File: src/rtl/mem_arbiter_pkg.sv
// Shared types for the IF/MEM memory-port arbiter: FSM states, grant owner
// and the round-robin tie-break helper.
`timescale 1ns/1ps
package mem_arbiter_pkg;

    typedef enum logic [1:0] {
        ARB_IDLE      = 2'd0,
        ARB_IF_BUSY   = 2'd1,
        ARB_DATA_BUSY = 2'd2
    } arb_state_e;

    typedef enum logic {
        GRANT_IF  = 1'b0,
        GRANT_MEM = 1'b1
    } grant_e;

    localparam logic [3:0] BYTE_SEL_ALL = 4'hF;

    // MEM has priority; IF only wins a tie when MEM was served last.
    function automatic logic mem_wins(input logic if_elig, input logic mem_elig,
                                      input grant_e last_grant);
        return mem_elig && !(if_elig && (last_grant == GRANT_MEM));
    endfunction

endpackage

File: src/rtl/mem_arbiter_watchdog.sv
// Bus watchdog: counts busy cycles and flags the cycle in which the
// TIMEOUT-th busy cycle passes without completion. TIMEOUT = 0 disables it.
`timescale 1ns/1ps
module arb_watchdog #(
    parameter int unsigned TIMEOUT = 255,
    parameter int unsigned TO_W    = 8
) (
    input  logic clk,
    input  logic rst,
    input  logic clear,
    input  logic run,
    output logic expired
);

    localparam logic [TO_W-1:0] LAST_BUSY = TO_W'(TIMEOUT - 1);

    logic [TO_W-1:0] count_q;
    logic [TO_W-1:0] count_d;

    always_comb begin
        count_d = count_q;
        if (clear) begin
            count_d = '0;
        end else if (run) begin
            count_d = count_q + 1'b1;
        end
    end

    always_ff @(posedge clk or posedge rst) begin
        if (rst) begin
            count_q <= '0;
        end else begin
            count_q <= count_d;
        end
    end

    assign expired = (TIMEOUT != 0) && run && (count_q == LAST_BUSY);

endmodule

File: src/rtl/mem_arbiter.sv
// Shares one external memory port between instruction fetch and the MEM
// stage; serialises accesses, holds each command until bus_ack_i, aborts hung ones.
`timescale 1ns/1ps
module mem_arbiter
    import mem_arbiter_pkg::*;
#(
    parameter int unsigned TIMEOUT = 255,
    parameter int unsigned TO_W    = 8
) (
    input  logic        clk,
    input  logic        rst,
    input  logic        if_req_i,
    input  logic [31:0] if_addr_i,
    output logic [31:0] if_rdata_o,
    output logic        if_ack_o,
    output logic        stallreq_if_o,
    input  logic        flush_i,
    input  logic        mem_req_i,
    input  logic        mem_we_i,
    input  logic [3:0]  mem_sel_i,
    input  logic [31:0] mem_addr_i,
    input  logic [31:0] mem_wdata_i,
    output logic [31:0] mem_rdata_o,
    output logic        mem_ack_o,
    output logic        stallreq_mem_o,
    output logic        bus_req_o,
    output logic        bus_we_o,
    output logic [3:0]  bus_sel_o,
    output logic [31:0] bus_addr_o,
    output logic [31:0] bus_wdata_o,
    input  logic [31:0] bus_rdata_i,
    input  logic        bus_ack_i,
    output logic        bus_err_o
);

    arb_state_e  state_q,      state_d;
    grant_e      last_grant_q, last_grant_d;
    logic        discard_q,    discard_d;
    logic        bus_req_q,    bus_req_d;
    logic        bus_we_q,     bus_we_d;
    logic [3:0]  bus_sel_q,    bus_sel_d;
    logic [31:0] bus_addr_q,   bus_addr_d;
    logic [31:0] bus_wdata_q,  bus_wdata_d;
    logic        bus_err_q,    bus_err_d;
    logic        if_ack_q,     if_ack_d;
    logic [31:0] if_rdata_q,   if_rdata_d;
    logic        mem_ack_q,    mem_ack_d;
    logic [31:0] mem_rdata_q,  mem_rdata_d;

    logic if_elig;
    logic mem_elig;
    logic discard_now;
    logic expired;
    logic access_end;

    // A requester whose ack is still showing has just been served; skip it.
    assign if_elig     = if_req_i  & ~if_ack_q;
    assign mem_elig    = mem_req_i & ~mem_ack_q;
    assign discard_now = discard_q | flush_i;
    assign access_end  = bus_ack_i | expired;

    arb_watchdog #(
        .TIMEOUT (TIMEOUT),
        .TO_W    (TO_W)
    ) u_watchdog (
        .clk     (clk),
        .rst     (rst),
        .clear   (state_q == ARB_IDLE),
        .run     (state_q != ARB_IDLE),
        .expired (expired)
    );

    always_comb begin
        // NOTE: every signal gets a default before the case so no path leaves it unassigned (no latches).
        state_d      = state_q;
        last_grant_d = last_grant_q;
        discard_d    = discard_q;
        bus_req_d    = bus_req_q;
        bus_we_d     = bus_we_q;
        bus_sel_d    = bus_sel_q;
        bus_addr_d   = bus_addr_q;
        bus_wdata_d  = bus_wdata_q;
        bus_err_d    = 1'b0;
        if_ack_d     = 1'b0;
        if_rdata_d   = if_rdata_q;
        mem_ack_d    = 1'b0;
        mem_rdata_d  = mem_rdata_q;

        case (state_q)
            ARB_IDLE: begin
                if (mem_wins(if_elig, mem_elig, last_grant_q)) begin
                    state_d      = ARB_DATA_BUSY;
                    last_grant_d = GRANT_MEM;
                    bus_req_d    = 1'b1;
                    bus_we_d     = mem_we_i;
                    bus_sel_d    = mem_sel_i;
                    bus_addr_d   = mem_addr_i;
                    bus_wdata_d  = mem_wdata_i;
                end else if (if_elig) begin
                    state_d      = ARB_IF_BUSY;
                    last_grant_d = GRANT_IF;
                    bus_req_d    = 1'b1;
                    bus_we_d     = 1'b0;
                    bus_sel_d    = BYTE_SEL_ALL;
                    bus_addr_d   = if_addr_i;
                    bus_wdata_d  = '0;
                end
            end

            ARB_IF_BUSY: begin
                if (flush_i) begin
                    discard_d = 1'b1;
                end
                // An ack arriving together with expiry wins, so no error is raised.
                if (access_end) begin
                    state_d   = ARB_IDLE;
                    bus_req_d = 1'b0;
                    bus_err_d = ~bus_ack_i;
                    discard_d = 1'b0;
                    if (!discard_now) begin
                        if_ack_d   = 1'b1;
                        if_rdata_d = bus_ack_i ? bus_rdata_i : '0;
                    end
                end
            end

            ARB_DATA_BUSY: begin
                if (access_end) begin
                    state_d     = ARB_IDLE;
                    bus_req_d   = 1'b0;
                    bus_err_d   = ~bus_ack_i;
                    mem_ack_d   = 1'b1;
                    mem_rdata_d = (bus_ack_i && !bus_we_q) ? bus_rdata_i : '0;
                end
            end

            default: begin
                state_d = ARB_IDLE;
            end
        endcase
    end

    // NOTE: state registers use non-blocking assignments so every flop samples pre-edge values.
    always_ff @(posedge clk or posedge rst) begin
        if (rst) begin
            state_q      <= ARB_IDLE;
            last_grant_q <= GRANT_IF;
            discard_q    <= 1'b0;
            bus_req_q    <= 1'b0;
            bus_we_q     <= 1'b0;
            bus_sel_q    <= '0;
            bus_addr_q   <= '0;
            bus_wdata_q  <= '0;
            bus_err_q    <= 1'b0;
            if_ack_q     <= 1'b0;
            if_rdata_q   <= '0;
            mem_ack_q    <= 1'b0;
            mem_rdata_q  <= '0;
        end else begin
            state_q      <= state_d;
            last_grant_q <= last_grant_d;
            discard_q    <= discard_d;
            bus_req_q    <= bus_req_d;
            bus_we_q     <= bus_we_d;
            bus_sel_q    <= bus_sel_d;
            bus_addr_q   <= bus_addr_d;
            bus_wdata_q  <= bus_wdata_d;
            bus_err_q    <= bus_err_d;
            if_ack_q     <= if_ack_d;
            if_rdata_q   <= if_rdata_d;
            mem_ack_q    <= mem_ack_d;
            mem_rdata_q  <= mem_rdata_d;
        end
    end

    assign bus_req_o      = bus_req_q;
    assign bus_we_o       = bus_we_q;
    assign bus_sel_o      = bus_sel_q;
    assign bus_addr_o     = bus_addr_q;
    assign bus_wdata_o    = bus_wdata_q;
    assign bus_err_o      = bus_err_q;
    assign if_ack_o       = if_ack_q;
    assign if_rdata_o     = if_rdata_q;
    assign mem_ack_o      = mem_ack_q;
    assign mem_rdata_o    = mem_rdata_q;
    assign stallreq_if_o  = if_req_i  & ~if_ack_q;
    assign stallreq_mem_o = mem_req_i & ~mem_ack_q;

endmodule

File: config.mk
export PLATFORM = sky130hd
export DESIGN_NAME = mem_arbiter
export DESIGN_NICKNAME = d
export VERILOG_FILES = /design/src/rtl/mem_arbiter_pkg.sv /design/src/rtl/mem_arbiter_watchdog.sv /design/src/rtl/mem_arbiter.sv
export SDC_FILE = /design/constraint.sdc
export NUM_CORES = 1
export LEC_CHECK = 0
export CAP_MARGIN = 40
export CORE_MARGIN = 2
export CORE_UTILIZATION = 37
export CTS_CLUSTER_SIZE = 24
export DETAILED_ROUTE_END_ITERATION = 6
export PLACE_DENSITY = 0.88
export SYNTH_ARGS = -nofsm -noshare
export SYNTH_HDL_FRONTEND = slang
export SYNTH_SLANG_ARGS = --single-unit
File: constraint.sdc
create_clock -name clk -period 5.2 [get_ports clk]
set_input_delay 1.3 -clock clk [delete_from_list [all_inputs] [get_ports clk]]
set_output_delay 1.3 -clock clk [all_outputs]
set_load 0.01 [all_outputs]
# Word level (Yosys, flattened, before mapping)
# Index checks and enable logic that the tools add are counted.
[totals]
ff_bits = 149
latchBits = 0
ramBits = 0
rom_bits = 0
in_bits = 139
wordCells = 77
n_memories = 0
[classes]
addsub = 1
mul = 0
div_mod_pow = 0
magnitude_cmp = 0
eq_ne = 5
n_shift = 0
muxes = 30
n_bitwise = 8
n_reduce_logical = 19
[op_table]
columns = ["operator", "n"]
rows = [
  ["$mux 32", 6],
  ["$mux 8", 2],
  ["$mux 1", 15],
  ["$reduce_bool 2->1", 5],
  ["$add 8x1->8 const B", 1],
  ["$eq 8x8->1 const B", 1],
  ["$mux 4", 2],
  ["$reduce_and 2->1", 4],
  ["$mux 2", 3],
  ["$reduce_and 3->1", 2],
  ["$logic_and 1x1->1", 4],
  ["$not 1->1", 4],
  ["$pmux 2 s2", 1],
  ["$ne 3x3->1 const B", 1],
  ["$and 1x1->1", 2],
  ["$eq 2x1->1 const B", 1],
  ["$eq 2x2->1 const B", 1],
  ["$logic_not 1->1", 2],
  ["$logic_not 2->1", 1],
  ["$ne 2x1->1 const B", 1],
  ["$or 1x1->1", 2],
  ["$pmux 1 s2", 1],
  ["$reduce_or 2->1", 1],
]

# Logic depth before layout (Yosys ltp)
[depth]
ltp_word = 7
mapped_depth = 7

# Cells and area by module
# From an unflattened synthesis, not the netlist that was laid out.
[unflattened]
hier_cells = 635
area_unflattened_um2 = 6805.3
[by_module_without_submodules]
columns = ["mod", "instances", "cells_per_inst", "area_each_um2", "seq_area_each_um2"]
rows = [
  ["mem_arbiter", 1, 593, 6386.1, 3528.4],
  ["arb_watchdog", 1, 42, 419.2, 200.2],
]

# Least setup slack after synthesis
# No wires, ideal clock.
[synth_timing]
path_kind = "input to output"
start = "input port if_req_i"
end = "output port stallreq_if_o"
arrival_ns = 1.492
path_slack_ns = 2.408
stages = 2
n_path_buf = 0
cell_sequence = "nand2b_2 inv_2"
[synth_via]
elab_chain_cells = 1
[synth_lines]
columns = ["item", "line_no", "source"]
rows = [
  ["from (decl)", "mem_arbiter.sv:12", "input logic if_req_i,"],
  ["$and 1x1->1", "mem_arbiter.sv:186", "assign stallreq_if_o = if_req_i & ~if_ack_q;"],
  ["to (decl)", "mem_arbiter.sv:16", "output logic stallreq_if_o,"],
]
# No other way between the ends.

# Worst setup path after layout
# Same ends and word-level chain as after synthesis.

==> run_results.csv <==
group,metric,value,unit
status,status,"finished, final reports clean",
die,coreArea,15300,um2
timing,max_slew_margin,48.0,%
global_routing,grtUsageTotal,20.0,%
synthesis,syn-cell-area,5860,um2
setup_path,critPathMaxFanout,5,
synthesis,yosys_warnings,0,
clock_tree,root_buffer,"clkbuf_16",
drt,wirelength,17200,um
finish,nets,891,
drt,firstDrtPassIters,4,
timing,grt_setup_unrepaired,"no",
worst_hold_path,min_path_type,"reg2reg",
clock_tree,clock-sinks,149,
power_and_ir_drop,swShare,33.1,%
finish,final_util,61.3,%
drt,route.detailed.drc,0,
timing,worstMarginPinSlew,0.780,ns
die,fp.dieW,130,um
clock_tree,postCtsHoldBufs,0,
finish,drive_gt1_share,7.11,%
timing,hold_violations,0,
synthesis,synth-edff-count,0,
drt,ant_nets,0,
synthesis,ys_ff_latch,149,
clock_tree,h-tree-depth,4,
die,rows,45,
synthesis,yosysUniqueCellTypes,36,
clock_tree,cts_buffers,17,
synthesis,yosysSeqAreaShare,63.7,%
setup_path,start_kind,"input pin",
timing,min_period,3.87,ns
finish,layout_commonest_cell,"clkdlybuf4s50_1",
placed_design,gp_congestion,0.770,
setup_path,required,3.90,ns
die,die_h,130,um
clock_tree,cts_setup_buffers,0,
drt,wl_per_cell,17.7,um
finish,antenna_cells,0,
setup_path,endpoint_kind,"output pin",
synthesis,synth_area_leaders,"dfrtp_1 64%, a22o_1 15%, a21oi_1 5.7%",
clock_tree,insertion_delay,0.42,ns
power_and_ir_drop,p_sw,1.88,mW
synthesis,yosys_most_used_dff,"dfrtp_1",
power_and_ir_drop,p_seq_share,35.1,%
timing,fin_skew,0.00714,ns
placed_design,io_buffers,277,
placed_design,hpwlAfterDp,11800,um
synthesis,synth_nets,622,
timing,period_share,74.5,%
timing,fmax,0.258,GHz
global_routing,grt_start_max_net_pins,150,
power_and_ir_drop,p_int,3.81,mW
job,drv_cap,0,
clock_tree,cts_tree,"yes",
setup_path,path_class,"in2out",
power_and_ir_drop,vdd_drop_max,0.000315,V
die,dieArea,16900,um2
timing,tns,0,ns
drt,vias,4919,
synthesis,async_flop_share,100,%
drt,vias_per_cell,5.07,
setup_path,worstPathArrival,2.57,ns
global_routing,grt_pass1_wl,25900,um
finish,final_cell_area,9400,um2
clock_tree,cts_resized,0,
finish,syn_to_final_growth,60.4,%
timing,finalSetupViolCount,0,
power_and_ir_drop,power_frac_comb,42.5,%
finish,instances_no_fill,971,
finish,regArea,3730,um2
global_routing,gr-total-overflow,0,
drt,drtIter0Drc,264,
die,ios,278,
global_routing,grt_pass1_vias,5013,
power_and_ir_drop,powerDensity,605,nW/um2
synthesis,yosysTopAreaCell,"dfrtp_1",
synthesis,syn_avg_cell_area,12.3,um2
timing,drv_slew,0,
power_and_ir_drop,power_leakage,4.08,nW
synthesis,yosysTopAreaCellShare,63.7,%
placed_design,placed_cells,939,
synthesis,postSynthCellCount,478,
die,start_util,38.2,%
clock_tree,cts_buffer_depth,2,
finish,multi_input_area,1900,um2
global_routing,antenna_found_initial,0,
finish,most-common-layout-cells,"277 x clkdlybuf4s50_1, 149 x dfrtp_1, 99 x a22o_1",
finish,fill_cells,1166,
timing,hold_ws,0.505,ns
placed_design,placed_area,8770,um2
power_and_ir_drop,p_clk_share,22.4,%
clock_tree,clk_pin_slew,0.07,ns
metrics by stage:
step                worst slack [ns]  total power, mW
floorplan                       2.03             3.07
global placement                1.37             4.35
detailed placement              1.34             4.44
CTS                             1.34             5.74
global route                    1.30             6.01
finish                          1.33             5.69
per-layer routing:
metal / wire [um] / track usage [%]
met1: 6860 / 23.9
met2: 8290 / 33.6
met3: 1740 / 7.42
met4: 276 / 6.33
met5: 0 / 0
state kept, by name, indices dropped and copies added, names as in the netlist:
signal,count
mem_ack_o,1
bus_sel_o,4
if_rdata_o,32
state_q,2
bus_wdata_o,32
bus_we_o,1
bus_addr_o,32
mem_rdata_o,32
bus_err_o,1
discard_q,1
last_grant_q,1
bus_req_o,1
u_watchdog.count_q,8
if_ack_o,1
worst paths after layout:
path	start	to	slack (ns)	cells past startpoint
setup / recovery	if_req_i	stallreq_if_o	1.33	4
hold / removal	bus_sel_o[3]$_DFFE_PP0P_	bus_sel_o[3]$_DFFE_PP0P_	0.51	1
setup reg to reg	state_q[1]$_DFFE_PP0P_	if_rdata_o[23]$_DFFE_PP0P_	2.95	6
hold reg to reg	bus_sel_o[3]$_DFFE_PP0P_	bus_sel_o[3]$_DFFE_PP0P_	0.51	1
max in group asynchronous	rst	bus_addr_o[9]$_DFFE_PP0P_	3.17	3
min in group asynchronous	rst	if_ack_o$_DFF_PP0_	1.46	3
logic make-up (layout without fill, tap and decap cells):
group	count (synthesis)	after routing	share of synthesized area, %
AO/OA/AOI/OAI	177	177	22.5
flip-flops	149	149	63.7
AND/OR/NAND/NOR	99	99	7.73
buffers and inverters	42	324	4.19
XOR/XNOR	6	6	0.897
adder cells (fa/ha/maj)	5	5	1.07
final cells by class:
class                   count  share of cell area [%]
clock inverters            14                    1.94
clock buffers              18                    4.67
flip-flops and latches    149                    39.7
well taps                 211                    2.81
repair buffers            284                    30.3
multi-input cells         287                    20.2
inverters                   8                   0.360
synthesized netlist by cell type, types with 2 or more instances:
library cell	count
buf_4	8
dfrtp_1	149
nand3_1	4
xor2_1	5
o22a_1	4
nor2_1	43
ha_1	5
nand2_4	2
nand2_1	38
inv_1	6
a22o_1	99
buf_2	10
clkbuf_1	10
buf_6	6
inv_2	2
a21oi_1	67
worst max-delay path: stages:
cell             delay [ns]
clkdlybuf4s50_1        0.49
nand2b_2               0.11
inv_2                  0.13
clkdlybuf4s50_1        0.55
power by group through the flow:
| stage | Sequential, mW | Clock [mW] | Combinational, mW |
|---|---|---|---|
| 6_report | 2.00 | 1.28 | 2.42 |
| 5_1_grt | 2.06 | 1.36 | 2.59 |
| 4_1_cts | 2.00 | 1.30 | 2.44 |
| 3_5_place_dp | 2.00 | 0 | 2.44 |
| 3_3_place_gp | 1.99 | 0 | 2.36 |
| 2_1_floorplan | 2.20 | 0 | 0.870 |
Note: power is estimated with default switching activity, not from simulation.
